[config.mk]
export PLATFORM = sky130hd
export DESIGN_NAME = req_encoder
export DESIGN_NICKNAME = d
export VERILOG_FILES = /design/src/rtl/req_encoder.sv
export SDC_FILE = /design/constraint.sdc
export NUM_CORES = 1
export LEC_CHECK = 0
export CORE_ASPECT_RATIO = 1.4
export CORE_MARGIN = 5
export CORE_UTILIZATION = 25
export DETAILED_ROUTE_END_ITERATION = 12
export SETUP_SLACK_MARGIN = 0.4
export SKIP_LAST_GASP = 1
export SYNTH_ARGS = -nofsm -noshare
export SYNTH_HDL_FRONTEND = slang
export SYNTH_SLANG_ARGS = --single-unit
[constraint.sdc]
create_clock -name clk -period 1.38 [get_ports clk]
set_clock_uncertainty 0.1 [all_clocks]
set_input_delay 0.138 -clock clk [delete_from_list [all_inputs] [get_ports clk]]
set_output_delay 0.138 -clock clk [all_outputs]
set_load 0.01 [all_outputs]
[src/rtl/req_encoder.sv]
// =============================================================================
// Module  : req_encoder
// Brief   : Buffers request strobes in a pending set and grants them one at a
//           time as binary indices over a valid/ready handshake.
//           Optional macro REQ_ENCODER_ROUND_ROBIN_EN selects round-robin
//           arbitration instead of fixed highest-index priority.
// Revision: 1.0 - initial release
// =============================================================================
`default_nettype none

module req_encoder #(
  parameter int N = 8,
  parameter int W = 3
) (
  input  logic         clk,
  input  logic         rst,
  input  logic [N-1:0] req,
  output logic         out_valid,
  output logic [W-1:0] out_idx,
  input  logic         out_ready,
  output logic [N-1:0] pending,
  output logic         drop
);

  typedef enum logic [0:0] {
    S_IDLE = 1'b0,
    S_HOLD = 1'b1
  } state_t;

  localparam logic [N-1:0] C_ONE = {{(N-1){1'b0}}, 1'b1};

  state_t       state_q, state_d;
  logic [N-1:0] pending_q, pending_d;
  logic [W-1:0] out_idx_q, out_idx_d;
  logic         out_valid_q, out_valid_d;
  logic         drop_q, drop_d;
  logic [W-1:0] sel_idx;
  logic [N-1:0] grant_mask;
  logic         load;

`ifdef REQ_ENCODER_ROUND_ROBIN_EN
  logic [W-1:0] last_q, last_d;
  logic [W-1:0] probe;

  // Walk offsets from farthest to nearest so the first set bit after last wins.
  always_comb begin
    sel_idx = '0;
    probe   = '0;
    for (int k = N; k >= 1; k--) begin
      probe = last_q + W'(k);
      if (pending_q[probe]) sel_idx = probe;
    end
  end

  always_comb begin
    last_d = load ? sel_idx : last_q;
  end
`else
  always_comb begin
    sel_idx = '0;
    for (int i = 0; i < N; i++) begin
      if (pending_q[i]) sel_idx = W'(i);
    end
  end
`endif

  always_comb begin
    load        = (|pending_q) && ((state_q == S_IDLE) || out_ready);
    grant_mask  = load ? (C_ONE << sel_idx) : '0;
    // A strobe on the line being granted re-arms it rather than counting as a duplicate.
    pending_d   = (pending_q & ~grant_mask) | req;
    drop_d      = |(req & pending_q & ~grant_mask);
    out_idx_d   = load ? sel_idx : out_idx_q;
    state_d     = state_q;
    out_valid_d = out_valid_q;
    if (load) begin
      state_d     = S_HOLD;
      out_valid_d = 1'b1;
    end else if ((state_q == S_HOLD) && out_ready) begin
      state_d     = S_IDLE;
      out_valid_d = 1'b0;
    end
  end

  always_ff @(posedge clk) begin
    if (rst) begin
      state_q     <= S_IDLE;
      pending_q   <= '0;
      out_idx_q   <= '0;
      out_valid_q <= 1'b0;
      drop_q      <= 1'b0;
`ifdef REQ_ENCODER_ROUND_ROBIN_EN
      last_q      <= W'(N - 1);
`endif
    end else begin
      state_q     <= state_d;
      pending_q   <= pending_d;
      out_idx_q   <= out_idx_d;
      out_valid_q <= out_valid_d;
      drop_q      <= drop_d;
`ifdef REQ_ENCODER_ROUND_ROBIN_EN
      last_q      <= last_d;
`endif
    end
  end

  assign out_valid = out_valid_q;
  assign out_idx   = out_idx_q;
  assign pending   = pending_q;
  assign drop      = drop_q;

endmodule

`default_nettype wire

==> results of run 1 <==
## what timing repair did
item                                    in CTS  in global routing
setup buffers                                6                  5
pin swaps                                    7                  1
endpoints found under the setup margin      26                 25
gates resized for setup                     82                 12
## cell usage after synthesis (2+ instances only)
master	number
inv_1	6
dfxtp_1	13
nand2b_1	2
o21ai_0	4
a311oi_1	2
nand3_1	3
a21oi_1	11
nand2_1	5
nor2_1	8
a31oi_1	2
## placed cells by master (no fill, tap or decap), types with 2 or more instances in the layout
master | netlist | final
inv_1 | 6 | 6
a21oi_1 | 11 | 6
nand2_2 | 1 | 2
dfxtp_4 | 0 | 5
nand2_1 | 5 | 4
a311oi_1 | 2 | 2
dlygate4sd2_1 | 0 | 2
nor2_1 | 8 | 7
buf_6 | 0 | 16
clkdlybuf4s50_1 | 0 | 9
o21ai_0 | 4 | 2
a21oi_2 | 1 | 6
buf_4 | 0 | 17
a31oi_1 | 2 | 2
dfxtp_2 | 0 | 7
clkbuf_4 | 0 | 3
nor4_4 | 1 | 2
nand3_1 | 3 | 3
## worst min-delay path, cell delays in order
cell and delay [ns]:
dlygate4sd2_1 0.21, nand2b_2 0.18, a31oi_1 0.09
## flip-flops by register name (all words and copies together) (netlist names)
name	cells
pending	8
drop	1
out_valid	1
out_idx	3
## per-layer routing
layer  vias to the layer above  share of wire (%)  GRT usage, %
met2                        21                 52         18.46
met1                       351                 41         13.74
met4                         0                2.1         6.818
met5                         -                  0             0
li1                        371                  -             -
met3                         4                4.3         2.155
## layout make-up
cell class	instances	area [um^2]	area share, %
Clock buffer	4	26.28	2.192
Inverter	6	22.52	1.879
Multi-Input combinational cell	53	394.1	32.88
Sequential cell	13	287.8	24.01
Tap cell	34	42.54	3.549
Timing Repair Buffer	46	425.4	35.49
## power groups by stage
stage	combinational, W	sequential [W]	clock [W]
2_1_floorplan	0.000108	0.000469	0
3_3_place_gp	0.000277	0.000454	0
3_5_place_dp	0.000278	0.000453	0
4_1_cts	0.000305	0.000448	0.000242
5_1_grt	0.000370	0.000455	0.000268
6_report	0.000342	0.000450	0.000231
## metrics by stage
step           util, %  hold WS, ns
2_1_floorplan        -       0.1101
3_3_place_gp     41.71       0.3839
3_5_place_dp     41.71       0.3864
4_1_cts          46.83       0.2916
5_1_grt          50.13       0.3348
6_report         50.13       0.2957
## how the worst min path moves through the flow
stage,to,slack (ns),cells past startpoint
final,out_valid,0.30,3
after global routing,out_valid,0.33,3
after CTS,out_valid,0.29,3
after detailed placement,out_idx[2],0.39,2
after global placement,out_idx[1],0.38,2
after floorplan,out_idx[0],0.11,1
## kinds of logic (layout without fill, tap and decap cells)
group,Yosys count,in the layout
buf+inv,8,56
flops,13,13
compound gates,29,29
simple gates,24,24
==> impl_metrics.env, run 1 <==
export IMPL_port_buffer_count=23
export IMPL_final_antenna_net_count=0
export IMPL_muxShareOfSynthArea_pct=0
export IMPL_synth_edf_count=0
export IMPL_p_clk_share_pct=22.6
export IMPL_grt_pass1_vias=730
export IMPL_cts_tree="yes"
export IMPL_finalSetupViolations=3
export IMPL_ys_async_sr_fraction_pct=0
export IMPL_status="finished with violations"
export IMPL_finalCritPeriodShare_pct=102.7
export IMPL_io_pins=24
export IMPL_finalInstanceArea_um2=1199
export IMPL_hpwl_um=1398
export IMPL_synthDistinctLibCells=28
export IMPL_drc=0
export IMPL_cts_buffers=3
export IMPL_p_per_area_nw_per_um2=854.0
export IMPL_slew_headroom_pct=79.18
export IMPL_r2r_start="pending[5]"
export IMPL_netlist_area_um2=624.3
export IMPL_core_area_um2=2391
export IMPL_synthSimpleGateAreaFrac_pct=21.44
export IMPL_cpPeakStageDelay_ns=0.36
export IMPL_violations="setup timing"
export IMPL_cap_violations=0
export IMPL_critPathLaunchType="flop"
export IMPL_syn_num_nets=85
export IMPL_yosysTopAreaCell="dfxtp_1"
export IMPL_ff2ff_path_depth=4
export IMPL_setup_tns_ns=-0.07756
export IMPL_antenna_found_initial=0
export IMPL_wl_um=1915
export IMPL_area_growth_pct=91.98
export IMPL_final_nets=134
export IMPL_path_buf_inv=0
export IMPL_grt_max_degree=14
export IMPL_ys_seq_elements=13
export IMPL_dp_cells=141
export IMPL_p_total_w=0.001024
export IMPL_rsz0062_at_grt="yes"
export IMPL_timing_fmax_mhz=705.8
export IMPL_dr_pass1_iters=4
export IMPL_clock_root_buffer="clkbuf_4"
export IMPL_h_tree_depth=1
export IMPL_hold_viol=0
export IMPL_row_count=21
export IMPL_comb_power_share_pct=33.5
export IMPL_place_gp_congestion=0.8662
export IMPL_leakage_nw=0.5108
export IMPL_ys_flop_type="dfxtp_1"
export IMPL_clk_latency_ns=0.27
export IMPL_power_switching_w=0.0003015
export IMPL_synth_top_family_by_area="compound AO/OA/AOI/OAI gates"
export IMPL_overflow=0
export IMPL_cts_sinks=13
export IMPL_synth_compound_area_share_pct=31.86
export IMPL_internal_power_w=0.0007222
export IMPL_crit_fanout=4
export IMPL_netlist_instances=74
export IMPL_yosysWarnings=0
export IMPL_worst_pin_slew_ns=0.3100
export IMPL_cts_max_path_buffers=2
export IMPL_placed_cell_area_um2=997.2
export IMPL_synth_top_area_share_pct=41.68
export IMPL_crit_end="pending[2]"
export IMPL_swShare_pct=29.45
export IMPL_fp_dieArea_um2=3611
export IMPL_rrSetupSlack_ns=-0.04
export IMPL_maxSlewViolCount=0
export IMPL_hold_buffers=0
export IMPL_drt_initial_drc_count=29
export IMPL_seq_power_share_pct=44.0
export IMPL_path_class="flop to flop"
export IMPL_r2r_end="pending[2]"
export IMPL_critPathTopFamily="simple AND/OR/NAND/NOR gates"
export IMPL_final_layout_size_suffix_gt1_share_pct=56.56
export IMPL_dp_slack_ns=-0.1775
export IMPL_min_from="out_ready"
export IMPL_crit_cells=4
export IMPL_hold_class="input port to flop"
export IMPL_startpoint="pending[5]"
export IMPL_synthTopCellsByArea="dfxtp_1 (42%), a21oi_1 (8.8%), nor2_1 (4.8%)"
export IMPL_initial_core_util_pct=26.11
export IMPL_grtUsageTotal_pct=11.50
export IMPL_fp_dieW_um=52.24
export IMPL_synth_xor_area_share_pct=0
export IMPL_end_kind="flop"
export IMPL_cp_slowest_cell="dfxtp_2"
export IMPL_vias_per_cell=4.788
export IMPL_wire_per_inst_um=12.28
export IMPL_final_cells=156
export IMPL_final_min_clock_period_ns=1.417
export IMPL_vdd_drop_max_mv=0.4124
export IMPL_ys_seq_area_share_pct=41.68
export IMPL_fillers=219
export IMPL_path_clk_slew_ns=0.08
export IMPL_crit_arrival_ns=1.48
export IMPL_worstPathCellList="nor4_4 > nand2_2 > o31ai_2 > a21oi_1"
export IMPL_finalWorstSetupSlack_ns=-0.03676
export IMPL_fp_dieH_um=69.13
export IMPL_required_ns=1.44
export IMPL_n_antenna_cell=0
export IMPL_grt_pass1_wl_um=3284
export IMPL_synth_area_per_cell_um2=8.437
export IMPL_route_vias_total=747
export IMPL_synthAdderAreaFrac_pct=0
Power figures use the tool's default switching activity.
==> inputs of run 2 (changes only) <==
--- a/config.mk
+++ b/config.mk
@@ -8,7 +8,9 @@
 export CORE_ASPECT_RATIO = 1.4
 export CORE_MARGIN = 5
 export CORE_UTILIZATION = 25
+export CTS_CLUSTER_DIAMETER = 80
 export DETAILED_ROUTE_END_ITERATION = 12
+export PLACE_DENSITY = 0.53
 export SETUP_SLACK_MARGIN = 0.4
 export SKIP_LAST_GASP = 1
 export SYNTH_ARGS = -nofsm -noshare
==> run 2 against run 1 <==
Against the previous run: flip-flop and latch count unchanged; wire length up 11%; hold slack better by 0.026 ns; design area up 1.5%; the run still ends with setup timing left; count of clock-buffer cells in the layout unchanged; utilization up 0.73 points; sequential power about the same; critical path depth up 1; global-route usage up 0.52 points; non-clock buffer count down 2; first-iteration DRC count down 69%; sequential share of layout area up 0.066 points.
==> impl_metrics.env, run 2 (synthesized netlist as in run 1, its figures left out) <==
export IMPL_crit_fanout=4
export IMPL_cts_sinks=13
export IMPL_finalSetupViolations=4
export IMPL_drt_initial_drc_count=9
export IMPL_hold_class="input port to flop"
export IMPL_fp_dieArea_um2=3611
export IMPL_hpwl_um=1430
export IMPL_rsz0062_at_grt="yes"
export IMPL_wl_um=2131
export IMPL_cts_max_path_buffers=2
export IMPL_cap_violations=0
export IMPL_dr_pass1_iters=4
export IMPL_holdWs_ns=0.3217
export IMPL_path_class="flop to flop"
export IMPL_final_nets=132
export IMPL_io_pins=24
export IMPL_fp_dieH_um=69.13
export IMPL_cts_buffers=3
export IMPL_path_clk_slew_ns=0.09
export IMPL_finalWorstSetupSlack_ns=-0.05731
export IMPL_grt_pass1_vias=807
export IMPL_vdd_drop_max_mv=0.3199
export IMPL_row_count=21
export IMPL_comb_power_share_pct=33.3
export IMPL_final_cell_mix="buf_6 (16), buf_4 (15), a21oi_1 (9), clkdlybuf4s50_1 (9), nor2_1 (8)"
export IMPL_hold_viol=0
export IMPL_critPathLaunchType="flop"
export IMPL_slew_headroom_pct=78.36
export IMPL_power_switching_w=0.0003303
export IMPL_fp_dieW_um=52.24
export IMPL_area_growth_pct=94.79
export IMPL_worst_pin_slew_ns=0.3213
export IMPL_p_total_w=0.001050
export IMPL_status="finished with violations"
export IMPL_core_area_um2=2391
export IMPL_grt_max_degree=14
export IMPL_wire_per_inst_um=13.84
export IMPL_mostFrequentLayoutCell="buf_6"
export IMPL_required_ns=1.45
export IMPL_largest_reg_flops=8
export IMPL_final_min_clock_period_ns=1.437
export IMPL_timing_fmax_mhz=695.7
export IMPL_finalCritPeriodShare_pct=104.2
export IMPL_vias_per_cell=4.890
export IMPL_antenna_found_initial=0
export IMPL_p_clk_share_pct=23.9
export IMPL_initial_core_util_pct=26.11
export IMPL_seq_power_share_pct=42.8
export IMPL_final_layout_size_suffix_gt1_share_pct=56.67
export IMPL_internal_power_w=0.0007199
export IMPL_route_vias_total=753
export IMPL_h_tree_depth=1
export IMPL_clk_latency_ns=0.28
export IMPL_overflow=0
export IMPL_final_antenna_net_count=0
export IMPL_hold_buffers=0
export IMPL_leakage_nw=0.5078
export IMPL_clock_root_buffer="clkbuf_4"
export IMPL_swShare_pct=31.45
export IMPL_crit_arrival_ns=1.51
export IMPL_n_antenna_cell=0
export IMPL_p_per_area_nw_per_um2=863.6
export IMPL_drc=0
export IMPL_port_buffer_count=23
export IMPL_violations="setup timing"
export IMPL_end_kind="flop"
export IMPL_cts_tree="yes"
export IMPL_grt_pass1_wl_um=3429
export IMPL_grtUsageTotal_pct=12.02
export IMPL_maxSlewViolCount=0
export IMPL_place_gp_congestion=0.8287
run 2: cell count changes in the layout (fill, tap and decap cells not counted), sizes merged:
cell / delta
buf: -1
clkbuf: -1
dlygate4sd2: -1
clkdlybuf4s15: +1
run 2: layout make-up:
| class | count | area (um^2) |
|---|---|---|
| well taps | 34 | 42.54 |
| inverters | 6 | 22.52 |
| fillers | 238 | 1175 |
| flip-flops and latches | 13 | 292.8 |
| multi-input cells | 53 | 419.2 |
| clock buffers | 4 | 26.28 |
| repair buffers | 44 | 412.9 |
run 2: critical path, stage by stage (launching register included):
cell,delay [ns]
dfxtp_4,0.37
nor4_4,0.34
nand2_2,0.17
buf_4,0.17
a21oi_2,0.12
nor2_1,0.05
run 2: power groups by stage:
| stage | Combinational, W | Sequential [W] | Clock, W |
|---|---|---|---|
| 6_report | 0.000350 | 0.000449 | 0.000251 |
| 5_1_grt | 0.000377 | 0.000456 | 0.000277 |
| 3_5_place_dp | 0.000281 | 0.000456 | 0 |
| 3_3_place_gp | 0.000282 | 0.000455 | 0 |
| 2_1_floorplan | 0.000108 | 0.000469 | 0 |
| 4_1_cts | 0.000311 | 0.000448 | 0.000259 |
run 2: worst paths after layout:
check / startpoint / to / slack (ns) / depth (start not counted)
setup reg to reg: pending[6] / pending[3] / -0.06 / 5
hold reg to reg: out_idx[2] / out_idx[2] / 0.39 / 2
setup / recovery: pending[6] / pending[3] / -0.06 / 5
hold / removal: out_ready / out_valid / 0.32 / 3
run 2: routing by layer:
layer	part of all wire, %	vias up	global-route usage, %
met4	2.6	0	7.955
met1	41	354	14.15
li1	-	368	-
met5	0	-	0
met3	5.2	6	1.724
met2	51	25	19.44
run 2: timing repair:
action	CTS	global route
gates resized for setup	84	15
buffers inserted	6	1
hold endpoints to repair	0	0
endpoints found under the setup margin	26	26
pin swaps	9	4
run 2: through the flow:
| stage | cells | setup TNS, ns | worst slack (ns) | utilization (%) | area (um^2) |
|---|---|---|---|---|---|
| finish | 154 | -0.1950 | -0.05731 | 50.86 | 1216 |
| global route | 154 | -0.7042 | -0.1345 | 50.86 | 1216 |
| CTS | 153 | -0.1096 | -0.02772 | 47.67 | 1140 |
| detailed placement | 143 | -1.203 | -0.2805 | 42.33 | 1012 |
| global placement | 143 | -0.9729 | -0.2129 | 42.33 | 1012 |
| floorplan | 74 | -0.02847 | -0.02296 | - | 651.9 |
==> RTL change 1, RTL diff (settings of run 1) <==
Build with the macro `REQ_ENCODER_ROUND_ROBIN_EN` defined.
--- a/src/rtl/req_encoder.sv
+++ b/src/rtl/req_encoder.sv
@@ -7,6 +7,8 @@
 // Revision: 1.0 - initial release
 // =============================================================================
 `default_nettype none
+
+`define REQ_ENCODER_ROUND_ROBIN_EN
 
 module req_encoder #(
   parameter int N = 8,
Behaviour: not the same (a bounded check fails within 4 cycles, from zero or initial values and one cycle with rst high).
==> RTL change 1 against run 1 <==
  * The run still ends with negative setup slack left
  * Area after synthesis grew to 3.0 times the old value
  * Count of clock-buffer cells in the layout stayed put
  * Die area grew to 2.6 times the old value
  * Final area grew to 2.6 times the old value
  * Via count grew to 2.8 times the old value
  * Critical path depth is 6 higher
  * Highest routed layer unchanged
  * Sequential cell count is 3 higher
  * Critical path type unchanged
  * Setup slack worse by 1.8 ns
  * Routed wire length grew to 3.4 times the old value
Power is left out: the tool's default activity adds up to more than one toggle a clock period on the data nets, which glitch-free logic cannot reach.
==> RTL change 1: results (changes against run 1) <==
place:
  pre_cts_ws_ns: -1.96  # -1.79 ns
  dpl.hpwl_um: 4930  # +250%
  post-place-cells: 387  # +170%
clocking:
  cts-root-buf: "clkbuf_8"
  post_cts_buffers: 7  # +1
  ctsResizeCount: 74  # -9.8%
finish:
  final_layout_size_suffix_gt1_share_pct: 55.6  # -0.93 points
  final_cell_count_no_fill: 399  # +160%
  final_nets: 316  # +140%
run_status:
  violations: "negative setup slack"
  status: "finished, violations left"
grt:
  grt_max_degree: 16  # +2
  grt_pass1_vias: 2177  # +200%
  grt_pass1_wl_um: 10400  # +220%
sta:
  final-setup-viol-count: 20  # +17
  slew_headroom_pct: 61.3  # -18 points
  layout_setup_ws_ns: -1.83  # -1.79 ns
synthesis:
  syn-num-nets: 229  # +170%
  synthTopCellsByArea: "dfxtp_1, mux4_2, mux2i_1, nand2_1, a21oi_1"
  synthDistinctLibCells: 56  # +100%
  postSynthCellCount: 216  # +190%
  synthTopCellsByCount: "nand2_1, dfxtp_1, nor2_1"
detailed_routing:
  dr.first_iter.drc_count: 115  # +300%
  wl_per_cell_um: 16.1  # +31%
  vias_per_cell: 5.20  # +8.6%
critical_path:
  cp_slowest_stage_delay_ns: 0.54  # +0.18 ns
  crit_arrival_ns: 3.25  # +1.77 ns
  cpLargestDelayFamily: "multiplexers"
  regToRegEndpoint: "drop"
  worstRegToRegCells: 10  # +6
  rr_startpoint: "last_q[0]"
  cpMaxStageDelayCell: "or4_4"
worst_hold_path:
  hold_start: "req[2]"
  holdPathEnd: "pending[2]"
[RTL change 1: cell types whose count changed after synthesis, sizes merged, moves of 8 or more]
cell    delta
mux2i     +15
mux2       +8
mux4      +11
nor2       +8
clkbuf    +12
buf       +11
nand2     +15
[RTL change 1: metrics by stage]
step	hold slack [ns]	setup TNS [ns]	util, %
global placement	0.349	-26.42	37.4
floorplan	0.155	-26.58	-
CTS	0.343	-25.49	40.6
finish	0.343	-25.83	42.1
global route	0.360	-27.96	42.1
detailed placement	0.353	-26.97	37.4
[RTL change 1: how the worst max path moves through the flow]
stage	from	slack [ns]	to
after floorplan	last_q[1]	-2.02	drop
after global placement	last_q[0]	-1.89	drop
after detailed placement	last_q[0]	-1.96	drop
after CTS	last_q[0]	-1.78	drop
after global routing	last_q[0]	-1.93	drop
final	last_q[0]	-1.83	drop
[RTL change 1: per-layer routing]
metal	part of all wire (%)	vias to the layer above	GRT usage, %
met3	2.5	21	1.54
met5	0	-	0
met1	35	1011	13.9
met2	58	53	28.3
met4	4.2	0	7.20
li1	-	989	-
[RTL change 1: cells by family (layout without fill, tap and decap cells)]
family / Yosys count / after routing / share of synthesized area [%]
AOI/OAI and AO/OA: 58 / 58 / 26.1
xor gates and xnor gates: 3 / 3 / 1.42
adders and majority gates: 2 / 2 / 1.36
buffers and inverters: 37 / 123 / 9.77
DFF: 16 / 16 / 17.4
muxes: 34 / 34 / 26.7
and+or+nand+nor: 66 / 66 / 17.4
[RTL change 1: final cells by class]
type                       count  area, um^2  area share, %
tap                           97         121           3.96
sequential                    16         343           11.2
timing repair buffer         107         901           29.4
clock buffer                   4        55.1           1.80
multi-input combinational    163        1590           51.8
inverter                      12        55.1           1.80
==> RTL change 2, RTL diff (settings of run 1) <==
Without the edit above. Reset style: asynchronous (`rst`), changed in one clocked block.
--- a/src/rtl/req_encoder.sv
+++ b/src/rtl/req_encoder.sv
@@ -82,7 +82,7 @@
     end
   end
 
-  always_ff @(posedge clk) begin
+  always_ff @(posedge clk or posedge rst) begin
     if (rst) begin
       state_q     <= S_IDLE;
       pending_q   <= '0;
Check against the original RTL: differs if rst is asserted again (counterexample within 4 cycles, from zero or initial values and one cycle with rst high); with rst held inactive, the same outputs for 10 cycles.
==> RTL change 2 against run 1 <==
  * The flow still finishes with violations (negative setup slack)
  * Routed wire length is 4.6% higher
  * Global-route usage is 0.62 points higher
  * Setup slack worse by 0.36 ns
  * Area after synthesis is 6.6% higher
  * Sequential cell count stayed put
  * Final area is 7.4% higher
Power is not compared: it rests on default switching activity, and its combinational part moved more than twofold at a synthesized area within 25%.
==> RTL change 2: results (changes against run 1) <==
sta:
  final-setup-viol-count: 11  # +8
  layout_setup_ws_ns: -0.400  # -0.363 ns
  slew_headroom_pct: 75.2  # -4.0 points
finish:
  final_layout_size_suffix_gt1_share_pct: 49.2  # -7.4 points
  antenna-diode-count: 0  # unchanged
  final_nets: 136  # +1.5%
detailed_routing:
  wl_um: 2000  # +4.6%
  dr.first_iter.drc_count: 15  # -48%
  num_vias: 743  # -0.54%
synthesis:
  syn-num-nets: 79  # -7.1%
  async_flop_share_pct: 100  # +100 points
  synthTopCellsByArea: "dfrtp_1, o21ai_0, a21o_1, nand2_1, nor4_4"
  yosysSeqAreaShare_pct: 48.9  # +7.2 points
  synthTopCellsByCount: "dfrtp_1, nand2_1, o21ai_0"
  synth_flop_cell: "dfrtp_1"
  synthDistinctLibCells: 30  # +7.1%
run_status:
  violations: "negative setup slack"
  status: "finished, violations left"
clocking:
  clkTransAtPathRegs_ns: 0.08  # about the same
  cts_buffers: 3  # unchanged
  cts-root-buf: "clkbuf_4"
  ctsResizeCount: 69  # -16%
  post_cts_buffers: 10  # +4
place:
  dpl-instance-area_mm2: 0.00110  # +10%
  gp_congestion: 0.825  # -4.8%
  dpl.hpwl_um: 1450  # +3.5%
critical_path:
  crit_arrival_ns: 1.83  # +0.35 ns
  cpMaxStageDelayCell: "dfrtp_2"
  crit_path_max_fanout: 5  # +1
  cp_slowest_stage_delay_ns: 0.43  # +0.07 ns
grt:
  grt_pass1_vias: 789  # +8.1%
  antenna_found_initial: 0  # unchanged
  grt_usage_pct: 12.1  # +0.62 points
  grt_pass1_wl_um: 3450  # +5.1%
  grt_max_degree: 14  # unchanged
power:
  clkPwrFrac_pct: 29.3
  leakage_uw: 0.000564
  switching_power_uw: 205
worst_hold_path:
  hp-class: "in2async"
RTL change 2: metal layers:
| layer | vias to the layer above | GRT usage, % | wire length, um |
|---|---|---|---|
| li1 | 360 | - | - |
| met1 | 364 | 15.3 | 808 |
| met2 | 15 | 20.6 | 1100 |
| met3 | 4 | 2.11 | 66 |
| met4 | 0 | 3.41 | 25 |
| met5 | - | 0 | 0 |
RTL change 2: kinds of logic after synthesis:
logic type	synth area share [%]
buffers and inverters	5.64
AND/OR/NAND/NOR	21.6
flip-flops	48.9
AO/OA/AOI/OAI	23.9
RTL change 2: critical path: cells and delay by family, from the launching register on:
family | cells | cell delay, ns
AOI/OAI and AO/OA | 2 | 0.35
DFF | 1 | 0.43
and+or+nand+nor | 2 | 0.77
RTL change 2: path summary, 6_finish.rpt:
check,from,depth (start not counted),slack (ns),endpoint
max in group asynchronous,rst,3,0.95,pending[2]
min in group clk,req[6],3,0.34,pending[6]
hold / removal,rst,3,0.05,out_idx[2]
setup reg to reg,pending[5],4,-0.40,drop
setup / recovery,pending[5],4,-0.40,drop
hold reg to reg,out_idx[1],2,0.42,out_idx[1]
RTL change 2: through the flow:
step | std cells | hold WS, ns | TNS [ns] | setup slack (ns)
2_1_floorplan | 68 | -0.0853 | -0.500 | -0.323
3_3_place_gp | 144 | 0.350 | -1.34 | -0.445
3_5_place_dp | 144 | 0.359 | -1.40 | -0.441
4_1_cts | 158 | 0.0519 | -1.67 | -0.380
5_1_grt | 160 | 0.0921 | -2.67 | -0.476
6_report | 160 | 0.0480 | -1.60 | -0.400
RTL change 2: layout make-up:
type	instances	area [um^2]
clock buffers	4	26.3
fillers	256	1300
inverters	5	18.8
multi-input cells	47	365
flip-flops and latches	13	332
well taps	36	45.0
repair buffers	55	500
